## src/rtl/l2_ifetch_pkg.sv

```systemverilog
// Shared types and widths for the L2 instruction-fetch responder.
// The optional line buffer is enabled with the L2_IFETCH_LINEBUF_EN macro.
package l2_ifetch_pkg;

    localparam int TAG_W      = 18;
    localparam int IDX_W      = 8;
    localparam int OFF_W      = 6;
    localparam int ADDR_W     = 32;
    localparam int LADDR_W    = TAG_W + IDX_W;
    localparam int LINE_W_DEF = 512;
    localparam int BEAT_W_DEF = 64;

    typedef enum logic [2:0] {
        ST_IDLE,
        ST_MEM_REQ,
        ST_MEM_FILL,
        ST_RESP,
        ST_GAP
    } state_t;

    // Line-aligned byte address from a {tag, index} line address.
    function automatic logic [ADDR_W-1:0] line_byte_addr(input logic [LADDR_W-1:0] line_addr);
        return {line_addr, {OFF_W{1'b0}}};
    endfunction

endpackage

```

## src/rtl/l2_ifetch_line_buf.sv

```systemverilog
// Line register with per-beat write port, plus the one-entry buffer tag/valid
// and hit compare that exist only when L2_IFETCH_LINEBUF_EN is defined.
module l2_ifetch_line_buf
    import l2_ifetch_pkg::*;
#(
    parameter int LINE_W = LINE_W_DEF,
    parameter int BEAT_W = BEAT_W_DEF,
    parameter int CNT_W  = 3
)
(
    input  logic               clk,
    input  logic               nrst,
    input  logic               i_flush,
    input  logic [LADDR_W-1:0] i_lookup_addr,
    output logic               o_hit,
    input  logic               i_fill_start,
    input  logic               i_beat_we,
    input  logic [CNT_W-1:0]   i_beat_idx,
    input  logic [BEAT_W-1:0]  i_beat_data,
    input  logic               i_fill_last,
    input  logic [LADDR_W-1:0] i_fill_addr,
    output logic [LINE_W-1:0]  o_line
);

    localparam int NBEATS = LINE_W / BEAT_W;

    logic [LINE_W-1:0] r_line;
    logic [NBEATS-1:0] w_beat_sel;

    generate
        for (genvar gi = 0; gi < NBEATS; gi++) begin : g_beat_sel
            assign w_beat_sel[gi] = i_beat_we && (i_beat_idx == CNT_W'(gi));
        end
    endgenerate

    always_ff @(posedge clk or negedge nrst) begin
        if (!nrst) begin
            r_line <= '0;
        end else begin
            for (int i = 0; i < NBEATS; i++) begin
                if (w_beat_sel[i]) begin
                    r_line[i*BEAT_W +: BEAT_W] <= i_beat_data;
                end
            end
        end
    end

    assign o_line = r_line;

`ifdef L2_IFETCH_LINEBUF_EN
    logic               r_valid;
    logic               r_flushed;
    logic [LADDR_W-1:0] r_addr;

    // r_flushed remembers a flush seen since the fill started, so the
    // refilled line is returned but never marked reusable.
    always_ff @(posedge clk or negedge nrst) begin
        if (!nrst) begin
            r_valid   <= 1'b0;
            r_flushed <= 1'b0;
            r_addr    <= '0;
        end else begin
            if (i_fill_start) begin
                r_flushed <= 1'b0;
            end else if (i_flush) begin
                r_flushed <= 1'b1;
            end
            if (i_flush) begin
                r_valid <= 1'b0;
            end else if (i_fill_last && !r_flushed) begin
                r_valid <= 1'b1;
            end
            if (i_fill_last) begin
                r_addr <= i_fill_addr;
            end
        end
    end

    assign o_hit = r_valid && !i_flush && (r_addr == i_lookup_addr);
`else
    logic w_unused;
    assign w_unused = ^{i_flush, i_lookup_addr, i_fill_start, i_fill_last, i_fill_addr};
    assign o_hit    = 1'b0;
`endif

endmodule

```

## src/rtl/l2_ifetch_responder.sv

```systemverilog
// L2-side refill responder: fetches a line over a narrow beat bus and returns it
// with a one-cycle ready pulse. Line-buffer hit path built with L2_IFETCH_LINEBUF_EN.
module l2_ifetch_responder
    import l2_ifetch_pkg::*;
#(
    parameter int LINE_W = LINE_W_DEF,
    parameter int BEAT_W = BEAT_W_DEF
)
(
    input  logic               clk,
    input  logic               nrst,
    input  logic               read_L1_L2,
    input  logic [TAG_W-1:0]   tag_L1_L2,
    input  logic [IDX_W-1:0]   index_L1_L2,
    input  logic               flush,
    output logic               ready_L2_L1,
    output logic [LINE_W-1:0]  read_data_L2_L1,
    output logic               mem_req,
    output logic [ADDR_W-1:0]  mem_addr,
    input  logic               mem_gnt,
    input  logic               mem_rvalid,
    input  logic [BEAT_W-1:0]  mem_rdata
);

    localparam int NBEATS = LINE_W / BEAT_W;
    localparam int CNT_W  = (NBEATS > 1) ? $clog2(NBEATS) : 1;

    state_t             r_state;
    state_t             w_state_next;
    logic [LADDR_W-1:0] r_req_addr;
    logic [CNT_W-1:0]   r_beat_cnt;
    logic               w_lookup;
    logic               w_hit;
    logic               w_fill_start;
    logic               w_fill_we;
    logic               w_fill_last;
    logic               w_gnt_taken;

    assign w_lookup     = (r_state == ST_IDLE) && read_L1_L2;
    assign w_fill_start = w_lookup && !w_hit;
    assign w_gnt_taken  = (r_state == ST_MEM_REQ) && mem_gnt;
    assign w_fill_we    = (r_state == ST_MEM_FILL) && mem_rvalid;
    assign w_fill_last  = w_fill_we && (r_beat_cnt == CNT_W'(NBEATS - 1));

    always_comb begin
        w_state_next = r_state;
        case (r_state)
            ST_IDLE:     if (read_L1_L2) w_state_next = w_hit ? ST_RESP : ST_MEM_REQ;
            ST_MEM_REQ:  if (mem_gnt)    w_state_next = ST_MEM_FILL;
            ST_MEM_FILL: if (w_fill_last) w_state_next = ST_RESP;
            ST_RESP:     w_state_next = ST_GAP;
            ST_GAP:      w_state_next = ST_IDLE;
            default:     w_state_next = ST_IDLE;
        endcase
    end

    always_ff @(posedge clk or negedge nrst) begin
        if (!nrst) begin
            r_state    <= ST_IDLE;
            r_req_addr <= '0;
            r_beat_cnt <= '0;
        end else begin
            r_state <= w_state_next;
            if (w_lookup) begin
                r_req_addr <= {tag_L1_L2, index_L1_L2};
            end
            if (w_gnt_taken) begin
                r_beat_cnt <= '0;
            end else if (w_fill_we) begin
                r_beat_cnt <= r_beat_cnt + 1'b1;
            end
        end
    end

    l2_ifetch_line_buf #(
        .LINE_W (LINE_W),
        .BEAT_W (BEAT_W),
        .CNT_W  (CNT_W)
    ) u_line_buf (
        .clk           (clk),
        .nrst          (nrst),
        .i_flush       (flush),
        .i_lookup_addr ({tag_L1_L2, index_L1_L2}),
        .o_hit         (w_hit),
        .i_fill_start  (w_fill_start),
        .i_beat_we     (w_fill_we),
        .i_beat_idx    (r_beat_cnt),
        .i_beat_data   (mem_rdata),
        .i_fill_last   (w_fill_last),
        .i_fill_addr   (r_req_addr),
        .o_line        (read_data_L2_L1)
    );

    assign ready_L2_L1 = (r_state == ST_RESP);
    assign mem_req     = (r_state == ST_MEM_REQ);
    assign mem_addr    = line_byte_addr(r_req_addr);

endmodule

```

## config.mk

```make
export PLATFORM = sky130hd
export DESIGN_NAME = l2_ifetch_responder
export DESIGN_NICKNAME = d
export VERILOG_FILES = /design/src/rtl/l2_ifetch_pkg.sv /design/src/rtl/l2_ifetch_line_buf.sv /design/src/rtl/l2_ifetch_responder.sv
export SDC_FILE = /design/constraint.sdc
export NUM_CORES = 1
export LEC_CHECK = 0
export BUFFER_PORTS_ARGS = -buffer_cell sky130_fd_sc_hd__buf_2
export CAP_MARGIN = 10
export CORE_AREA = 8 8 245 247
export DETAILED_ROUTE_END_ITERATION = 8
export DIE_AREA = 0 0 253 255
export PLACE_DENSITY = 0.62
export REMOVE_ABC_BUFFERS = 1
export SYNTH_ARGS = -nofsm -noshare
export SYNTH_HDL_FRONTEND = slang
export SYNTH_HIERARCHICAL = 1
export SYNTH_SLANG_ARGS = --single-unit
export TNS_END_PERCENT = 30
```

## constraint.sdc

```tcl
create_clock -name clk -period 3.91 [get_ports clk]
set_input_delay 0.1955 -clock clk [delete_from_list [all_inputs] [get_ports clk]]
set_output_delay 0.1955 -clock clk [all_outputs]
set_load 0.005 [all_outputs]
```

* After elaboration in Yosys (flattened, before gate mapping)
Index checks and enable logic that the tools add are counted.
** Word-level totals
- Bits in registers :: 544
- Input port bits :: 96
- Logic and storage cells :: 46
** Operators by class
- Add/sub/neg operators :: 1
- Reductions and logical operators :: 15
- Muxes and demuxes :: 6
- Eq/ne operators :: 13
** Operator list (number)
- $mux W3 :: 5
- $eq A3 B2 Y1 const B :: 4
- $eq A3 B3 Y1 const B :: 4
- $pmux W3 S4 :: 1
- $logic_and A1 B1 Y1 :: 11
- $eq A3 B1 Y1 const B :: 2
- $logic_not A3 Y1 :: 2
- $ne A2 B1 Y1 const B :: 2
- $add A3 B1 Y3 const B :: 1
- $reduce_and A3 Y1 :: 1
- $ne A2 B2 Y1 const B :: 1
- $reduce_bool A2 Y1 :: 1

* Logic depth before layout (Yosys ltp)
- Depth in word-level cells :: 5
- Mapped depth :: 6

* Cells and area by module
The synthesis kept the hierarchy.
** Modules (own cells, without submodules)
- l2_ifetch_line_buf :: cells an instance 1089, area an instance 19188.4 µm², sequential area each 12812.3 µm², instances 1
- l2_ifetch_responder :: cells an instance 94, area an instance 1358.8 µm², sequential area each 800.8 µm², instances 1

* Worst setup path before layout
Ideal clock, no wire load.
- Kind :: register to register
- From :: reg r_state[0]
- To :: reg u_line_buf.r_line[0] (netlist: u_line_buf/o_line[0])
- Cell stages (with the launch flop) :: 7
- Required time :: 3.785 ns
- Slack :: 1.934 ns
- Data arrival time :: 1.851 ns
- Period minus slack after synthesis :: 1.976 ns
- Path through :: dfrtp_1 > nor4bb_1 > buf_2 > nor4b_1 > buf_4 > buf_6 > mux2_2
** On the way
- Cells in the longest elaborated chain, start to end :: 3
** RTL lines
- start, declared :: line l2_ifetch_responder.sv:28 : state_t r_state;
- start signal, assigned :: line l2_ifetch_responder.sv:63 : r_state <= w_state_next;
- $eq A3 B2 Y1 :: line l2_ifetch_responder.sv:42 : assign w_fill_we = (r_state == ST_MEM_FILL) && mem_rvalid;
- $logic_and A1 B1 Y1 :: line l2_ifetch_responder.sv:42
- via w_fill_we :: line l2_ifetch_responder.sv:35 : logic w_fill_we;
- $logic_and A1 B1 Y1 :: line l2_ifetch_line_buf.sv:32 : assign w_beat_sel[gi] = i_beat_we && (i_beat_idx == CNT_W'(gi));
- end signal, assigned by index :: line l2_ifetch_line_buf.sv:42 : r_line[i*BEAT_W +: BEAT_W] <= i_beat_data;
- end, declared :: line l2_ifetch_line_buf.sv:27 : logic [LINE_W-1:0] r_line;
The timed path passes the listed nets, and every way through them passes these cells.
A chain may end at the register's enable or synchronous reset.

* Worst setup path after layout
- From :: reg r_state[0]
- To :: reg u_line_buf.r_line[139] (netlist: u_line_buf/o_line[139])
** On the way
- Cells in the longest elaborated chain, start to end :: 3
** RTL lines (line)
- $eq A3 B2 Y1 :: l2_ifetch_responder.sv:42
- $logic_and A1 B1 Y1 :: l2_ifetch_responder.sv:42
- $logic_and A1 B1 Y1 :: l2_ifetch_line_buf.sv:32
No other way between the ends.

==> results.py <==
metrics = {
    "outcome": {
        "outcome": "completed",
    },
    "worst_setup_path": {
        "critPathRequiredTime_ns": 4.38,
        "cp-start-kind": "flop",
        "crit_chain": "nor4bb_2, buf_4, and4bb_4, buf_12, mux2_1",
        "path_class": "flop to flop",
        "crit_slowest_cell": "and4bb_4",
        "path_max_fanout": 36,
        "worst_setup_path_end_kind": "flop",
        "worstPathArrival_ns": 3.08,
        "critPathMaxStageDelay_ns": 0.70,
        "worst-r2r-cell-count": 5,
    },
    "yosys": {
        "synthCells": 1181,
        "synth.avg_cell_area_sq_um": 17.4,
        "synthesis.area_sq_um": 20500,
        "yosysWarnings": 6,
    },
    "die": {
        "die_h_microns": 255,
        "start_util_pct": 36.7,
        "rows": 87,
        "die_area_sq_um": 64500,
        "die_x_microns": 253,
        "ios": 642,
        "core_area_sq_um": 56000,
    },
    "routing": {
        "vias": 13100,
        "wl_per_cell_microns": 22.9,
        "antenna_left": 0,
        "drc": 0,
        "drt_pre_antenna_iters": 4,
        "routed_via_density": 4.80,
        "drt_first_iter_violations": 355,
        "drt_wl_total_microns": 62700,
    },
    "power_and_ir_drop": {
        "power.switching_fraction_pct": 30.9,
        "p_total_mw": 21.4,
        "p_sw_mw": 6.62,
        "powerDensity_nw_per_um2": 788,
        "pwr-share-comb_pct": 32.4,
        "seq_power_share_pct": 44.1,
        "leakage_nw": 13.8,
        "peakVddDrop_mv": 0.469,
        "pwr-share-clk_pct": 23.5,
        "p_int_mw": 14.8,
    },
    "layout": {
        "antennaDiodeCount": 0,
        "fin_nets": 2033,
        "drive_gt1_share_pct": 55.6,
        "syn2layout_area_growth_pct": 32.2,
        "fill_cells": 4956,
    },
    "sta": {
        "relSlewSlack_pct": 38.8,
        "fin_crit_sh_pct": 66.7,
        "final.setup.worst_slack_ns": 1.30,
        "worstMarginPinSlew_ns": 0.918,
        "holdWs_ns": 0.0955,
        "hold_viol": 0,
        "fmax_mhz": 383,
        "finalSetupTns_ns": 0,
        "clock_skew_ns": 0.0137,
        "setup_violations": 0,
        "final_max_slew_viol_count": 0,
        "finalWorstPathRequiredPeriod_ns": 2.61,
        "rsz0062_at_grt": "false",
    },
    "global_route": {
        "antenna_found_initial": 0,
        "overflow": 0,
        "grt_max_degree": 109,
        "grt_pass1_vias": 14300,
        "grt_pass1_wl_microns": 92700,
        "grt_use_total_pct": 18.7,
    },
    "cts": {
        "cts_setup_buffers": 0,
        "cts_buffers": 55,
        "tritoncts": "done",
        "clk_latency_ns": 0.59,
        "cts.htree.levels": 2,
        "numClockSinks": 544,
        "cts-resized-gates": 0,
        "path_clk_slew_ns": 0.06,
        "cts_root_buf": "clkbuf_16",
        "clock_path_buffers": 3,
    },
    "placement": {
        "place_ws_ns": 1.23,
        "io_buffer_count": 634,
        "place.gp.congestion": 0.779,
        "place_hpwl_microns": 43900,
    },
    "run": {
        "cap_violations": 0,
    },
    "worst_hold_path": {
        "min_path_cells": 2,
        "min_path_type": "input pin to flop",
    },
}
-- stage by stage --
stage | area (sq um) | instances | util (%)
2_1_floorplan | 20000 | 1121 | -
3_5_place_dp | 24500 | 2541 | 43.8
5_1_grt | 27100 | 2731 | 48.5
4_1_cts | 27100 | 2731 | 48.5
6_report | 27100 | 2731 | 48.5
3_3_place_gp | 24500 | 2541 | 43.8
-- cells in the final DEF (no fill, tap or decap), types with 5 or more instances in the layout --
cell type,count
nor2_1,7
buf_4,18
clkinv_2,5
conb_1,7
buf_2,633
dfrtp_1,544
dlygate4sd3_1,93
clkbuf_16,56
clkbuf_8,11
buf_12,12
mux2_2,352
clkbuf_1,21
mux2_1,186
-- layer usage --
metal / vias to the layer above / global-route usage (%) / wire [microns]
li1: 5696 / - / -
met4: 0 / 5.77 / 1760
met5: - / 0 / 0
met3: 103 / 6.15 / 5200
met1: 6873 / 22.1 / 24300
met2: 440 / 32.3 / 31400
-- critical path: cells and delay by family (launching register included) --
kind / cells / cell delay (ns)
DFF: 1 / 0.48
buffers and inverters: 2 / 0.57
and+or+nand+nor: 2 / 1.00
muxes: 1 / 0.36
-- sequential cells by signal, indices dropped and copies added, names as in the netlist --
name / cells
r_beat_cnt: 3
r_req_addr: 26
u_line_buf/o_line: 512
r_state: 3
-- path summary, 6_finish.rpt --
path                                           to  slack [ns]                    from
setup / recovery           u_line_buf/o_line[139]        1.30              r_state[0]
hold / removal             u_line_buf/o_line[191]         0.1           mem_rdata[63]
setup reg to reg           u_line_buf/o_line[139]        1.30              r_state[0]
hold reg to reg            u_line_buf/o_line[125]        0.48  u_line_buf/o_line[125]
max in group asynchronous   u_line_buf/o_line[68]        2.49                    nrst
min in group asynchronous   u_line_buf/o_line[24]        0.27                    nrst
-- power by group through the flow --
| stage | Clock [mW] | Combinational (mW) | Sequential [mW] |
|---|---|---|---|
| 2_1_floorplan | 0 | 2.71 | 9.59 |
| 3_3_place_gp | 0 | 6.89 | 9.39 |
| 3_5_place_dp | 0 | 7.00 | 9.51 |
| 4_1_cts | 5.18 | 7.10 | 9.44 |
| 5_1_grt | 5.40 | 7.49 | 9.76 |
| 6_report | 5.03 | 6.93 | 9.44 |
-- what timing repair did --
action	in CTS	in global routing
endpoints found under the setup margin	0	0
endpoints found under the hold margin	627	0
hold buffers	93	0
-- cell type report --
cell class	instances	area [sq um]	area share [%]
inverters	1	3.75	0.0138
flip-flops and latches	544	13600	50.1
clock buffers	88	1630	6.01
multi-input cells	576	6370	23.5
well taps	756	946	3.48
repair buffers	757	4490	16.5
clock inverters	9	87.6	0.323
Note: power is estimated with default switching activity, not from simulation.
